[config.mk]
export PLATFORM = sky130hd
export DESIGN_NAME = speles_logika_v2
export DESIGN_NICKNAME = d
export VERILOG_FILES = /design/src/rtl/speles_pkg.sv /design/src/rtl/speles_timer.sv /design/src/rtl/speles_logika_v2.sv
export SDC_FILE = /design/constraint.sdc
export NUM_CORES = 1
export LEC_CHECK = 0
export BUFFER_PORTS_ARGS = -buffer_cell sky130_fd_sc_hd__buf_2
export CORE_UTILIZATION = 30
export DETAILED_ROUTE_END_ITERATION = 12
export GPL_ROUTABILITY_DRIVEN = 1
export PLACE_DENSITY = 0.54
export SLEW_MARGIN = 10
export SYNTH_ARGS = -nofsm -noshare
export SYNTH_HDL_FRONTEND = slang
export SYNTH_HIERARCHICAL = 1
export SYNTH_SLANG_ARGS = --single-unit
export TNS_END_PERCENT = 1
[constraint.sdc]
create_clock -name clk -period 4 [get_ports clk]
set_clock_uncertainty 0.1 [all_clocks]
set_input_delay 1.2 -clock clk [delete_from_list [all_inputs] [get_ports clk]]
set_output_delay 1.2 -clock clk [all_outputs]
set_load 0.02 [all_outputs]
[src/rtl/speles_pkg.sv]
`default_nettype none
// ============================================================================
//  Package : speles_pkg
//  Purpose : Shared state encoding for the binary-number guessing game
//            controller and its helpers.
//  Rev     : 1.0  initial release
// ============================================================================
package speles_pkg;

   // Encoding is visible on the state output port; keep values fixed.
   typedef enum logic [1:0] {
      ST_IDLE  = 2'd0,
      ST_PLAY  = 2'd1,
      ST_CHECK = 2'd2,
      ST_OVER  = 2'd3
   } state_t;

endpackage : speles_pkg
`default_nettype wire

[src/rtl/speles_timer.sv]
`default_nettype none
// ============================================================================
//  Module  : speles_timer
//  Purpose : Per-round countdown. Clear beats load beats decrement; the
//            decrement happens on tick unless frozen and stops at zero.
//            expire flags the tick that takes the count from 1 to 0.
//  Rev     : 1.0  initial release
// ============================================================================
module speles_timer #(
   parameter int TIME_W = 5
) (
   input  logic              clk,
   input  logic              rst,
   input  logic              clear,
   input  logic              load,
   input  logic [TIME_W-1:0] load_val,
   input  logic              tick,
   input  logic              freeze,
   output logic [TIME_W-1:0] value,
   output logic              expire
);

   logic [TIME_W-1:0] value_q;

   // Countdown register with clear/load/decrement priority.
   always_ff @(posedge clk) begin
      if (rst || clear) begin
         value_q <= '0;
      end else if (load) begin
         value_q <= load_val;
      end else if (tick && !freeze && (value_q != '0)) begin
         value_q <= value_q - TIME_W'(1);
      end
   end

   assign value  = value_q;
   // Combinational so the controller can react in the same cycle.
   assign expire = tick && !freeze && (value_q == TIME_W'(1));

endmodule : speles_timer
`default_nettype wire

[src/rtl/speles_logika_v2.sv]
`default_nettype none
// ============================================================================
//  Module  : speles_logika_v2
//  Purpose : Game controller for the binary guessing game: IDLE/PLAY/CHECK/
//            OVER sequencing, level counter, per-level countdown reload and
//            optional lives.
//  Config  : SPELES_LIVES_EN - when defined, wrong guesses and timeouts cost
//            a life instead of ending the game immediately.
//  Rev     : 1.0  initial release
// ============================================================================
module speles_logika_v2
   import speles_pkg::*;
#(
   parameter int LEVEL_W   = 8,
   parameter int MAX_LEVEL = 255,
   parameter int TIME_W    = 5,
   parameter int TIME_INIT = 20,
   parameter int TIME_STEP = 1,
   parameter int TIME_MIN  = 5,
   parameter int LIVES     = 3
) (
   input  logic               clk,
   input  logic               rst,
   input  logic               guess_b,
   input  logic               cmp_r,
   input  logic               end_f,
   input  logic               tick,
   output logic [1:0]         state,
   output logic [LEVEL_W-1:0] level,
   output logic               time_f,
   output logic [TIME_W-1:0]  time_v,
   output logic               g_enable,
   output logic               win,
   output logic [2:0]         lives
);

   // Reload arithmetic runs wide enough that (level-1)*TIME_STEP never wraps.
   localparam int RW = LEVEL_W + TIME_W;

   localparam logic [2:0] LIVES_CFG = 3'(LIVES);
`ifdef SPELES_LIVES_EN
   localparam logic [2:0] LIVES_INIT = LIVES_CFG;
`else
   // Lives feature compiled out: the counter is held at zero.
   localparam logic [2:0] LIVES_INIT = LIVES_CFG & 3'd0;
`endif

   state_t               state_q, state_d;
   logic                 guess_q;
   logic                 press;
   logic [LEVEL_W-1:0]   level_q, level_d;
   logic                 time_f_q, time_f_d;
   logic                 win_q, win_d;
   logic [2:0]           lives_q, lives_d;
   logic                 g_enable_q;
   logic                 wrong;
   logic [LEVEL_W-1:0]   reload_lvl;
   logic                 tmr_load, tmr_clear, tmr_freeze, tmr_expire;
   logic [TIME_W-1:0]    tmr_load_val, tmr_value;

   // Seconds granted for a round at level lvl, clamped at TIME_MIN.
   function automatic logic [TIME_W-1:0] reload_for(input logic [LEVEL_W-1:0] lvl);
      logic [RW-1:0] steps;
      logic [RW-1:0] init_e;
      logic [RW-1:0] min_e;
      steps  = (RW'(lvl) - RW'(1)) * RW'(TIME_STEP);
      init_e = RW'(TIME_INIT);
      min_e  = RW'(TIME_MIN);
      if (steps > (init_e - min_e)) begin
         return TIME_W'(TIME_MIN);
      end
      return TIME_W'(init_e - steps);
   endfunction

   assign press = guess_b && !guess_q;

   // Timer only counts in PLAY, and abort or press in the same cycle win over tick.
   assign tmr_freeze   = !((state_q == ST_PLAY) && !end_f && !press);
   assign tmr_load_val = reload_for(reload_lvl);

   speles_timer #(
      .TIME_W (TIME_W)
   ) u_timer (
      .clk      (clk),
      .rst      (rst),
      .clear    (tmr_clear),
      .load     (tmr_load),
      .load_val (tmr_load_val),
      .tick     (tick),
      .freeze   (tmr_freeze),
      .value    (tmr_value),
      .expire   (tmr_expire)
   );

   // Next-state and next-register logic; abort beats press beats tick.
   always_comb begin
      state_d    = state_q;
      level_d    = level_q;
      time_f_d   = time_f_q;
      win_d      = win_q;
      lives_d    = lives_q;
      tmr_load   = 1'b0;
      tmr_clear  = 1'b0;
      reload_lvl = level_q;
      wrong      = 1'b0;

      case (state_q)
         ST_IDLE: begin
            if (press) begin
               state_d    = ST_PLAY;
               level_d    = LEVEL_W'(1);
               time_f_d   = 1'b0;
               win_d      = 1'b0;
               lives_d    = LIVES_INIT;
               reload_lvl = LEVEL_W'(1);
               tmr_load   = 1'b1;
            end
         end
         ST_PLAY: begin
            if (end_f) begin
               state_d = ST_OVER;
            end else if (press) begin
               state_d = ST_CHECK;
            end else if (tmr_expire) begin
               time_f_d = 1'b1;
               wrong    = 1'b1;
            end
         end
         ST_CHECK: begin
            if (end_f) begin
               state_d = ST_OVER;
            end else if (press) begin
               if (cmp_r) begin
                  if (level_q == LEVEL_W'(MAX_LEVEL)) begin
                     state_d = ST_OVER;
                     win_d   = 1'b1;
                  end else begin
                     state_d    = ST_PLAY;
                     level_d    = level_q + LEVEL_W'(1);
                     reload_lvl = level_q + LEVEL_W'(1);
                     tmr_load   = 1'b1;
                  end
               end else begin
                  wrong = 1'b1;
               end
            end
         end
         ST_OVER: begin
            if (press) begin
               state_d   = ST_IDLE;
               level_d   = '0;
               time_f_d  = 1'b0;
               win_d     = 1'b0;
               lives_d   = 3'd0;
               tmr_clear = 1'b1;
            end
         end
         default: state_d = ST_IDLE;
      endcase

`ifdef SPELES_LIVES_EN
      if (wrong) begin
         if (lives_q <= 3'd1) begin
            lives_d = 3'd0;
            state_d = ST_OVER;
         end else begin
            lives_d    = lives_q - 3'd1;
            reload_lvl = level_q;
            tmr_load   = 1'b1;
            time_f_d   = 1'b0;
            state_d    = ST_PLAY;
         end
      end
`else
      if (wrong) begin
         state_d = ST_OVER;
      end
`endif
   end

   // State and game registers.
   always_ff @(posedge clk) begin
      if (rst) begin
         state_q    <= ST_IDLE;
         guess_q    <= 1'b0;
         level_q    <= '0;
         time_f_q   <= 1'b0;
         win_q      <= 1'b0;
         lives_q    <= 3'd0;
         g_enable_q <= 1'b0;
      end else begin
         state_q    <= state_d;
         guess_q    <= guess_b;
         level_q    <= level_d;
         time_f_q   <= time_f_d;
         win_q      <= win_d;
         lives_q    <= lives_d;
         g_enable_q <= (state_d == ST_PLAY);
      end
   end

   assign state    = state_q;
   assign level    = level_q;
   assign time_f   = time_f_q;
   assign time_v   = tmr_value;
   assign g_enable = g_enable_q;
   assign win      = win_q;
   assign lives    = lives_q;

endmodule : speles_logika_v2
`default_nettype wire

== Word level (Yosys, flattened, before mapping) ==
Cells that the tools add are included.

* Logic and storage cells: 94
* Register bits after elaboration: 19
* Bits of input ports: 6
* Memories: 0
* Memory bits (read-only): 0
* Bits in latches: 0
* Output and inout port bits: 21
* RAM bits: 0

* Add/sub/neg operators: 4
* Reductions and logical operators: 20
* Muxes and demuxes: 47
* Multipliers: 0
* Bitwise gates (word level): 0
* Equal/unequal tests: 15
* Divide/modulo/power cells: 0
* Shift-type cells: 0
* Magnitude comparators: 1

{| class="wikitable"
|+ Operators by type and width
! operator !! number
|-
| $mux 8 || 6
|-
| $pmux 8 s3 || 1
|-
| $mux 1 || 21
|-
| $mux 5 || 4
|-
| $mux 2 || 9
|-
| $ne 2x2->1 const B || 8
|-
| $pmux 8 s2 || 1
|-
| $gt 13x4->1 const B || 1
|-
| $sub 8x1->9 const B || 1
|-
| $add 8x1->8 const B || 1
|-
| $eq 8x8->1 const B || 1
|-
| $pmux 1 s2 || 4
|-
| $pmux 2 s4 || 1
|-
| $logic_and 1x1->1 || 6
|-
| $reduce_and 6->1 || 1
|-
| $reduce_bool 2->1 || 3
|-
| $eq 5x1->1 const B || 1
|-
| $reduce_and 5->1 || 1
|-
| $reduce_bool 5->1 || 1
|-
| $sub 5x1->5 const B || 1
|-
| $sub 5x5->5 const A || 1
|-
| $eq 2x1->1 const B || 2
|-
| $eq 2x2->1 const B || 2
|-
| $logic_not 1->1 || 3
|-
| other kinds (6) || 6
|}

== Depth between registers and ports, before layout ==
Gate-level depths: netlist of run 1.

* Depth after elaboration: 12
* Gate-level depth with buffers: 15
* Gate-level depth less buffers: 15

== Cells and area by module ==
Netlist of run 1, hierarchy kept.

{| class="wikitable"
|+ By module, submodules not included
! module !! times used !! sequential area each (sq um) !! cells each !! area an instance (sq um)
|-
| speles_logika_v2 || 1 || 280.3 || 206 || 1555.2
|-
| speles_timer || 1 || 100.1 || 39 || 330.3
|}

== Least setup slack after synthesis of run 1 ==
No wires, ideal clock.

* Path type: input port to flip-flop
* Start point: input end_f
* End point: register u_timer.value_q[4], in the netlist u_timer/value[4]
* Data required time: 3.822 ns
* Stages: 15
* Data arrival time: 3.643 ns
* Setup slack: 0.179 ns
* Setup time: 0.078 ns
* Path buffers: 1
* Path through: and4bb_4 buf_6 o21a_1 nand2_1 a21oi_1 a21oi_1 ha_1 and3b_1 mux2i_1 a211oi_1 o21bai_1 nand4_1 a211oi_2 a21oi_1 nor3_1

* Cells in the longest elaborated chain, start to end: 7
* Elaborated cells on any way between the ends: 16
* Classes of those cells: add/sub: 2; order compare: 1; mux: 7; reduce/logical: 6

{| class="wikitable"
|+ RTL lines
! what !! RTL line !! source
|-
| start, declared || speles_logika_v2.sv:26 || <nowiki>input logic end_f,</nowiki>
|-
| $mux 8 * || speles_logika_v2.sv:130 || <nowiki>if (end_f) begin</nowiki>
|-
| $pmux 8 s2 * || speles_logika_v2.sv:107 || <nowiki>case (state_q)</nowiki>
|-
| $sub 8x1->9 * || speles_logika_v2.sv:66 || <nowiki>steps = (RW'(lvl) - RW'(1)) * RW'(TIME_STEP);</nowiki>
|-
| $gt 13x4->1 || speles_logika_v2.sv:69 || <nowiki>if (steps > (init_e - min_e)) begin</nowiki>
|-
| $mux 1 || speles_logika_v2.sv:69 ||
|-
| $mux 5 * || speles_logika_v2.sv:72 || <nowiki>return TIME_W'(init_e - steps);</nowiki>
|-
| named net tmr_load_val[4] || speles_logika_v2.sv:59 || <nowiki>logic [TIME_W-1:0] tmr_load_val, tmr_value;</nowiki>
|-
| $mux 5 * || speles_timer.sv:29 || <nowiki>end else if (load) begin</nowiki>
|-
| end signal, assigned || speles_timer.sv:30 || <nowiki>value_q <= load_val;</nowiki>
|-
| end signal, assigned || speles_timer.sv:32 || <nowiki>value_q <= value_q - TIME_W'(1);</nowiki>
|-
| end, declared || speles_timer.sv:23 || <nowiki>logic [TIME_W-1:0] value_q;</nowiki>
|}

Mark *: on every way through the listed nets, which the timed path passes. The rest lies on a longest branch.
A chain may end at the register's enable or synchronous reset.

== Final worst setup path of run 1 ==
Same ends and word-level chain as after synthesis.

==> results of run 1 <==
worst reg2reg max path: cells and delay by family, from the launching register on:
kind / cells / cell delay (ps)
adder cells (fa/ha/maj): 2 / 640
AND/OR/NAND/NOR: 6 / 930
AO/OA/AOI/OAI: 5 / 770
multiplexers: 2 / 310
flip-flops: 1 / 500
buffers and inverters: 1 / 160
cell families (layout without fill, tap and decap cells):
group                    after synthesis  count (layout)  synth area share
buffers and inverters                 27              51            0.0690
other                                  1               3           0.00199
AO/OA/AOI/OAI                         84              84             0.304
multiplexers                           6               6            0.0338
adder cells (fa/ha/maj)               11              11            0.0730
XOR/XNOR                               4               4            0.0186
flip-flops                            19              19             0.202
AND/OR/NAND/NOR                       93              93             0.298
sequential cells by signal, summed over array words and instances, names as in the netlist:
name / flops
win: 1
level: 8
u_timer/value: 5
guess_q: 1
g_enable: 1
time_f: 1
state: 2
Yosys cell counts, types with 2 or more instances:
cell type and number:
ha_1 11, buf_2 4, and2_1 5, nand3_1 7, inv_1 10, o21ai_1 2, clkbuf_1 6, nor2b_1 5
nand2b_1 2, nor4_1 4, nand3b_1 2, a31oi_1 5, o211ai_2 2, nor3_1 10, a21oi_1 28, dfxtp_1 19
nand4_1 4, nor3_2 3, buf_4 4, and3_1 2, o21ai_0 17, mux2i_1 5, and3_2 2, o31ai_1 2
nor2_1 18, xnor2_1 3, o211ai_1 2, a311oi_1 2, a211oi_1 3, nand2_1 14, o2bb2ai_1 2
worst paths after layout:
check | cells after the start | to | slack [ps] | start
setup reg to reg | 16 | u_timer/value[4] | 500 | level[1]
hold / removal | 2 | time_f | 380 | time_f
setup / recovery | 15 | u_timer/value[4] | 370 | end_f
hold reg to reg | 2 | time_f | 380 | time_f
metrics by stage:
| step | worst slack, ps | cell area [um^2] | hold WS (ps) | power [mW] |
|---|---|---|---|---|
| floorplan | 179 | 1890 | 444 | 0.347 |
| global route | 113 | 2160 | 412 | 0.578 |
| detailed placement | 119 | 2110 | 363 | 0.396 |
| global placement | 212 | 2110 | 363 | 0.395 |
| finish | 369 | 2160 | 379 | 0.539 |
| CTS | 387 | 2160 | 382 | 0.547 |
per-layer routing:
layer,up-vias,share of wire,wire [um],GRT usage
met5,-,0,0,0
met4,0,0.0097,49,0.0393
met3,5,0.022,112,0.0169
met2,26,0.46,2350,0.266
met1,890,0.50,2550,0.233
li1,969,-,-,-
layout make-up:
cell class | instances | area, um^2
fillers | 625 | 3830
flip-flops and latches | 19 | 380
clock buffers | 3 | 41.3
clock inverters | 1 | 5.00
well taps | 75 | 93.8
multi-input cells | 201 | 1380
inverters | 11 | 41.3
repair buffers | 36 | 213
placed cells by master, fill, tap and decap left out, types with 10 or more instances in the layout:
cell type,synthesis,layout
inv_1,10,10
nor3_1,10,10
ha_1,11,11
buf_4,4,13
nor2_1,18,18
buf_2,4,23
a21oi_1,28,28
o21ai_0,17,17
dfxtp_1,19,19
nand2_1,14,14
report_power, final:
| group | internal, mW | total, mW | switching [mW] | leakage (nW) |
|---|---|---|---|---|
| sequential | 0.199 | 0.211 | 0.0117 | 0.155 |
| combinational | 0.0719 | 0.182 | 0.110 | 0.680 |
| clock | 0.0696 | 0.146 | 0.0768 | 0.0255 |
| total | 0.341 | 0.539 | 0.198 | 0.860 |
==> summary.txt, run 1 <==
Run status
  – Status: completed

CTS
  – Clk pin slew, worst setup/hold paths: 80 ps
  – Clock sink total: 19
  – Hold_buf cts: 0
  – H-tree depth: 1
  – Worst-skew pair later-pin latency: 270 ps
  – Post-cts resize count: 0
  – TritonCTS Buffers: 3
  – CTS Root Cell: clkbuf_8
  – Postcts setup bufs: 0
  – Max clock buf depth: 2
  – TritonCTS clock tree: done

Floorplan
  – Effective utilization at floorplan: 0.315
  – Die width: 81.3 um
  – Die H: 81.3 um
  – Site Rows: 28
  – # IOs: 27
  – Core area: 0.00599 mm^2
  – Die area: 0.00661 mm^2

Synth
  – Seq/Total Area, Yosys: 0.202
  – Primary FF master, synth: dfxtp_1
  – Synth Instances: 245
  – Largest cells by area after synthesis: dfxtp_1, a21oi_1, ha_1
  – Post-synth top area cell: dfxtp_1
  – Warnings from Yosys: 6
  – Yosys cell types: 71
  – Netlist Area Pre-Place: 0.00189 mm^2
  – Top cell type's share of synthesized area: 0.202
  – Mean Syn Cell Area: 7.70 um^2
  – Post-synth EDFFs: 0
  – Ys async rst share: 0
  – Seq cells post-synth: 19

Global route
  – Largest net degree at the start of global routing: 20
  – Aggregate global routing overflow: 0
  – GRT Total Usage: 0.165
  – Vias in the first global route: 1,737
  – Global-route wire length before repair: 8570 um
  – Initial antenna violation count: 0

Critical path
  – Crit Path Class: in2reg
  – Top delay family on crit path: compound AO/OA/AOI/OAI gates
  – Cells along the critical path: buf_2, nand4bb_1, o21ai_0, a21oi_1, a21oi_1, ha_1, and3b_1, mux2i_1, buf_4, a211oi_1, o21bai_1, a31o_1, a211oi_2, a21oi_1, nor3_1
  – Max incr delay on CP: 280 ps
  – Crit path required time: 4100 ps
  – Worst Path Buf+Inv: 2
  – Critical Path AT: 3730 ps
  – Crit path capture type: flip-flop
  – CP dominant cell by count: a21oi_1
  – Crit-path max FO: 7
  – CP startpoint kind: primary input
  – Slowest cell on crit path: nand4bb_1

Timing
  – RSZ-0062 raised after global routing: false
  – Final Hold Fails: 0
  – Min Tclk post-route: 3630 ps
  – Slew Limit Fails: 0
  – Setup Viol. Count Final: 0
  – Fin crit share: 0.908
  – Max Fclk: 0.275 GHz
  – Setup TNS: 0 ps

Route
  – 1st-pass router iterations: 4
  – Routed wire per std cell: 14.6 um
  – Number of vias in the routed layout: 1,890
  – WL final: 5060 um
  – Post-route ant nets: 0
  – Residual DRC: 0
  – Initial DRC Count: 80
  – DR vias/cell: 5.46

Power and ir drop
  – Power Density: 250 mW/mm^2
  – Peak supply drop: 114 uV
  – Pleak: 0.860 nW

Finish
  – Layout area overhead: 14.4%
  – Share of cells above drive strength 1: 0.236
  – Ant diodes: 0
  – Nets@finish: 289
  – Cell Count, Final, Fillers Out: 346
  – Final core occ: 0.360

Placement
  – Placed cell count: 342
  – I/O Buffers: 23
  – DP Wirelength: 3880 um
  – RD Place Congestion: 0.923

Job
  – Max_cap viols: 0

Hold path
  – Hold Crit Class: reg2reg
(Power assumes the default switching activity.)
==> run 2: changes to the inputs <==
--- a/config.mk
+++ b/config.mk
@@ -5,6 +5,7 @@
 export SDC_FILE = /design/constraint.sdc
 export NUM_CORES = 1
 export LEC_CHECK = 0
+export ABC_AREA = 1
 export BUFFER_PORTS_ARGS = -buffer_cell sky130_fd_sc_hd__buf_2
 export CORE_UTILIZATION = 30
 export DETAILED_ROUTE_END_ITERATION = 12
==> summary.txt, run 2 <==
Finish
  – Filler cells: 630 (+0.80%)
  – Commonest non-fill, non-tap cell in the layout: nand2_1
  – Ant diodes: 0 (unchanged)
  – Share of cells above drive strength 1: 0.184 (-0.0517)
  – Layout area overhead: 12.0%
  – Cell Count, Final, Fillers Out: 381 (+10%)
  – Design area: 0.00201 mm^2 (-6.7%)
  – Max reg flops: 8 (unchanged)
  – Most frequent cells in the layout: nand2_1, inv_1, nand3_1
  – Nets@finish: 327 (+13%)
  – Final core occ: 0.357 (-0.00323)

Run status
  – Status: completed

Synth
  – Mean Syn Cell Area: 6.29 um^2 (-18%)
  – Post-synth EDFFs: 0 (unchanged)
  – Synth Instances: 286 (+17%)
  – Synth top cells by count: nand2_1, inv_1, nand3_1
  – Netlist Area Pre-Place: 0.00180 mm^2 (-4.6%)
  – Post-synth top area cell: dfxtp_1
  – Primary FF master, synth: dfxtp_1
  – Largest cells by area after synthesis: dfxtp_1, nand2_1, inv_1
  – Top cell type's share of synthesized area: 0.212 (+0.00983)
  – Top-count cell post-synth: nand2_1
  – Seq cells post-synth: 19 (unchanged)
  – Warnings from Yosys: 6 (unchanged)
  – Yosys cell types: 37 (-48%)
  – Seq/Total Area, Yosys: 0.212 (+0.00983)
  – Ys async rst share: 0 (unchanged)

Timing
  – Hold slack: 370 ps (-8.71 ps)
  – Slew Limit Fails: 0 (unchanged)
  – Min Tclk post-route: 3400 ps (-229 ps)
  – Setup TNS: 0 ps (unchanged)
  – Worst Tran Pin Value: 593 ps
  – Relative slew slack: 0.604
  – Final Hold Fails: 0 (unchanged)
  – Max Fclk: 0.294 GHz (+6.7%)
  – Final worst setup slack: 598 ps (+229 ps)
  – Setup Viol. Count Final: 0 (unchanged)
  – Fin crit share: 0.851 (-0.0572)
  – RSZ-0062 raised after global routing: false

Global route
  – Largest net degree at the start of global routing: 14 (-30%)
  – GRT Total Usage: 0.158 (-0.00709)
  – Initial antenna violation count: 0 (unchanged)
  – Global-route wire length before repair: 7910 um (-7.7%)
  – Vias in the first global route: 1,764 (+1.6%)
  – Aggregate global routing overflow: 0 (unchanged)

CTS
  – Hold_buf cts: 0 (unchanged)
  – TritonCTS Buffers: 3 (unchanged)
  – Post-cts resize count: 0 (unchanged)
  – Clk pin slew, worst setup/hold paths: 70 ps (about the same)
  – Clock sink total: 19 (unchanged)
  – Postcts setup bufs: 0 (unchanged)
  – H-tree depth: 1 (unchanged)
  – CTS Root Cell: clkbuf_8
  – Worst-skew pair later-pin latency: 260 ps (about the same)
  – TritonCTS clock tree: done
  – Max clock buf depth: 2 (unchanged)

Route
  – WL final: 4680 um (-7.6%)
  – Initial DRC Count: 84 (+5.0%)
  – Residual DRC: 0 (unchanged)
  – Post-route ant nets: 0 (unchanged)
  – DR vias/cell: 4.92 (-10%)
  – Number of vias in the routed layout: 1,873 (-0.90%)
  – 1st-pass router iterations: 4 (unchanged)
  – Routed wire per std cell: 12.3 um (-16%)

Floorplan
  – Die width: 79.4 um (-2.3%)
  – Effective utilization at floorplan: 0.319 (+0.00395)
  – Site Rows: 27 (-3.6%)
  – # IOs: 27 (unchanged)
  – Die H: 79.4 um (-2.3%)
  – Core area: 0.00564 mm^2 (-5.8%)
  – Die area: 0.00631 mm^2 (-4.5%)

Hold path
  – Hold Crit Class: reg2reg
  – Worst hold stages: 2 (unchanged)
  – Hold_sp: win
  – WHS Endpoint: win

Placement
  – Place WS: 333 ps (+214 ps)
  – Area after DPL: 0.00197 mm^2 (-6.8%)
  – Placed cell count: 377 (+10%)
  – DP Wirelength: 3650 um (-6.0%)
  – I/O Buffers: 23 (unchanged)
  – RD Place Congestion: 0.897 (-2.8%)

Power and ir drop
  – Pwr Total: 0.586 mW (+8.7%)
  – Peak supply drop: 115 uV (+1.4%)
  – Pleak: 0.954 nW (+11%)
  – Power Density: 291 mW/mm^2 (+16%)

Critical path
  – Crit Path Class: in2reg
  – Top delay family on crit path: simple AND/OR/NAND/NOR gates
  – Crit path capture type: flip-flop
  – Slowest cell on crit path: nor2_4
  – Critical Path AT: 3500 ps (-230 ps)
  – Crit-path max FO: 11 (+4)
  – Worst R2R Path Depth: 19 (+3)
  – CP startpoint kind: primary input
  – R2r endpoint: u_timer/value[1]
  – Max incr delay on CP: 240 ps (-40 ps)
  – Worst Path Buf+Inv: 2 (unchanged)
  – R2R setup slack: 800 ps (+300 ps)
  – Crit path required time: 4100 ps (about the same)
  – Reg2Reg Launch Point: state[0]
  – Cells along the critical path: buf_2, nand3_2, nor2_4, nand2_2, o21ai_0, o21ai_0, inv_1, ha_1, nand3_2, o21bai_1, nand2_1, nor2_4, nand3_2, nor2_1, nand2_1, o21ai_0, nand2_1, a21oi_1

Job
  – Max_cap viols: 0 (unchanged)
-- run 2: layout make-up --
cell class | instances | area (um^2) | area share
Timing Repair Buffer | 24 | 123 | 0.0609
Sequential cell | 19 | 380 | 0.189
Clock buffer | 4 | 45.0 | 0.0224
Multi-Input combinational cell | 215 | 1200 | 0.595
Tap cell | 72 | 90.1 | 0.0447
Inverter | 47 | 178 | 0.0883
-- run 2: metal layers --
metal  track usage  vias to the layer above  routed length, um
li1              -                      979                  -
met1         0.200                      861               2230
met2         0.278                       27               2270
met3        0.0160                        6                130
met4        0.0527                        0                 50
met5             0                        -                  0
-- run 2: worst max-delay path by stage --
stage / start / endpoint / slack [ps] / cells past startpoint
2_1_floorplan: guess_b / u_timer/value[1] / 880 / 17
3_3_place_gp: cmp_r / u_timer/value[1] / 420 / 18
3_5_place_dp: cmp_r / u_timer/value[1] / 330 / 18
4_1_cts: cmp_r / u_timer/value[1] / 600 / 18
5_1_grt: cmp_r / u_timer/value[4] / 190 / 18
6_report: cmp_r / u_timer/value[1] / 600 / 18
-- run 2: kinds of logic after synthesis --
family / share of synthesized area
simple gates: 0.418
buf+inv: 0.127
compound gates: 0.161
flops: 0.212
fa+ha+maj: 0.0765
xor+xnor: 0.00487
other cells: 0.00209
-- run 2: tightest hold or removal path, stage by stage (launching register included) --
cell	delay [ps]
dfxtp_1	310
inv_1	40
a221oi_1	60
-- run 2: power breakdown --
group          switching (mW)  internal [mW]  total (mW)  leakage, nW
clock network          0.0687         0.0710       0.140       0.0228
logic                   0.153         0.0780       0.231        0.776
registers              0.0139          0.201       0.215        0.155
total                   0.236          0.350       0.586        0.954
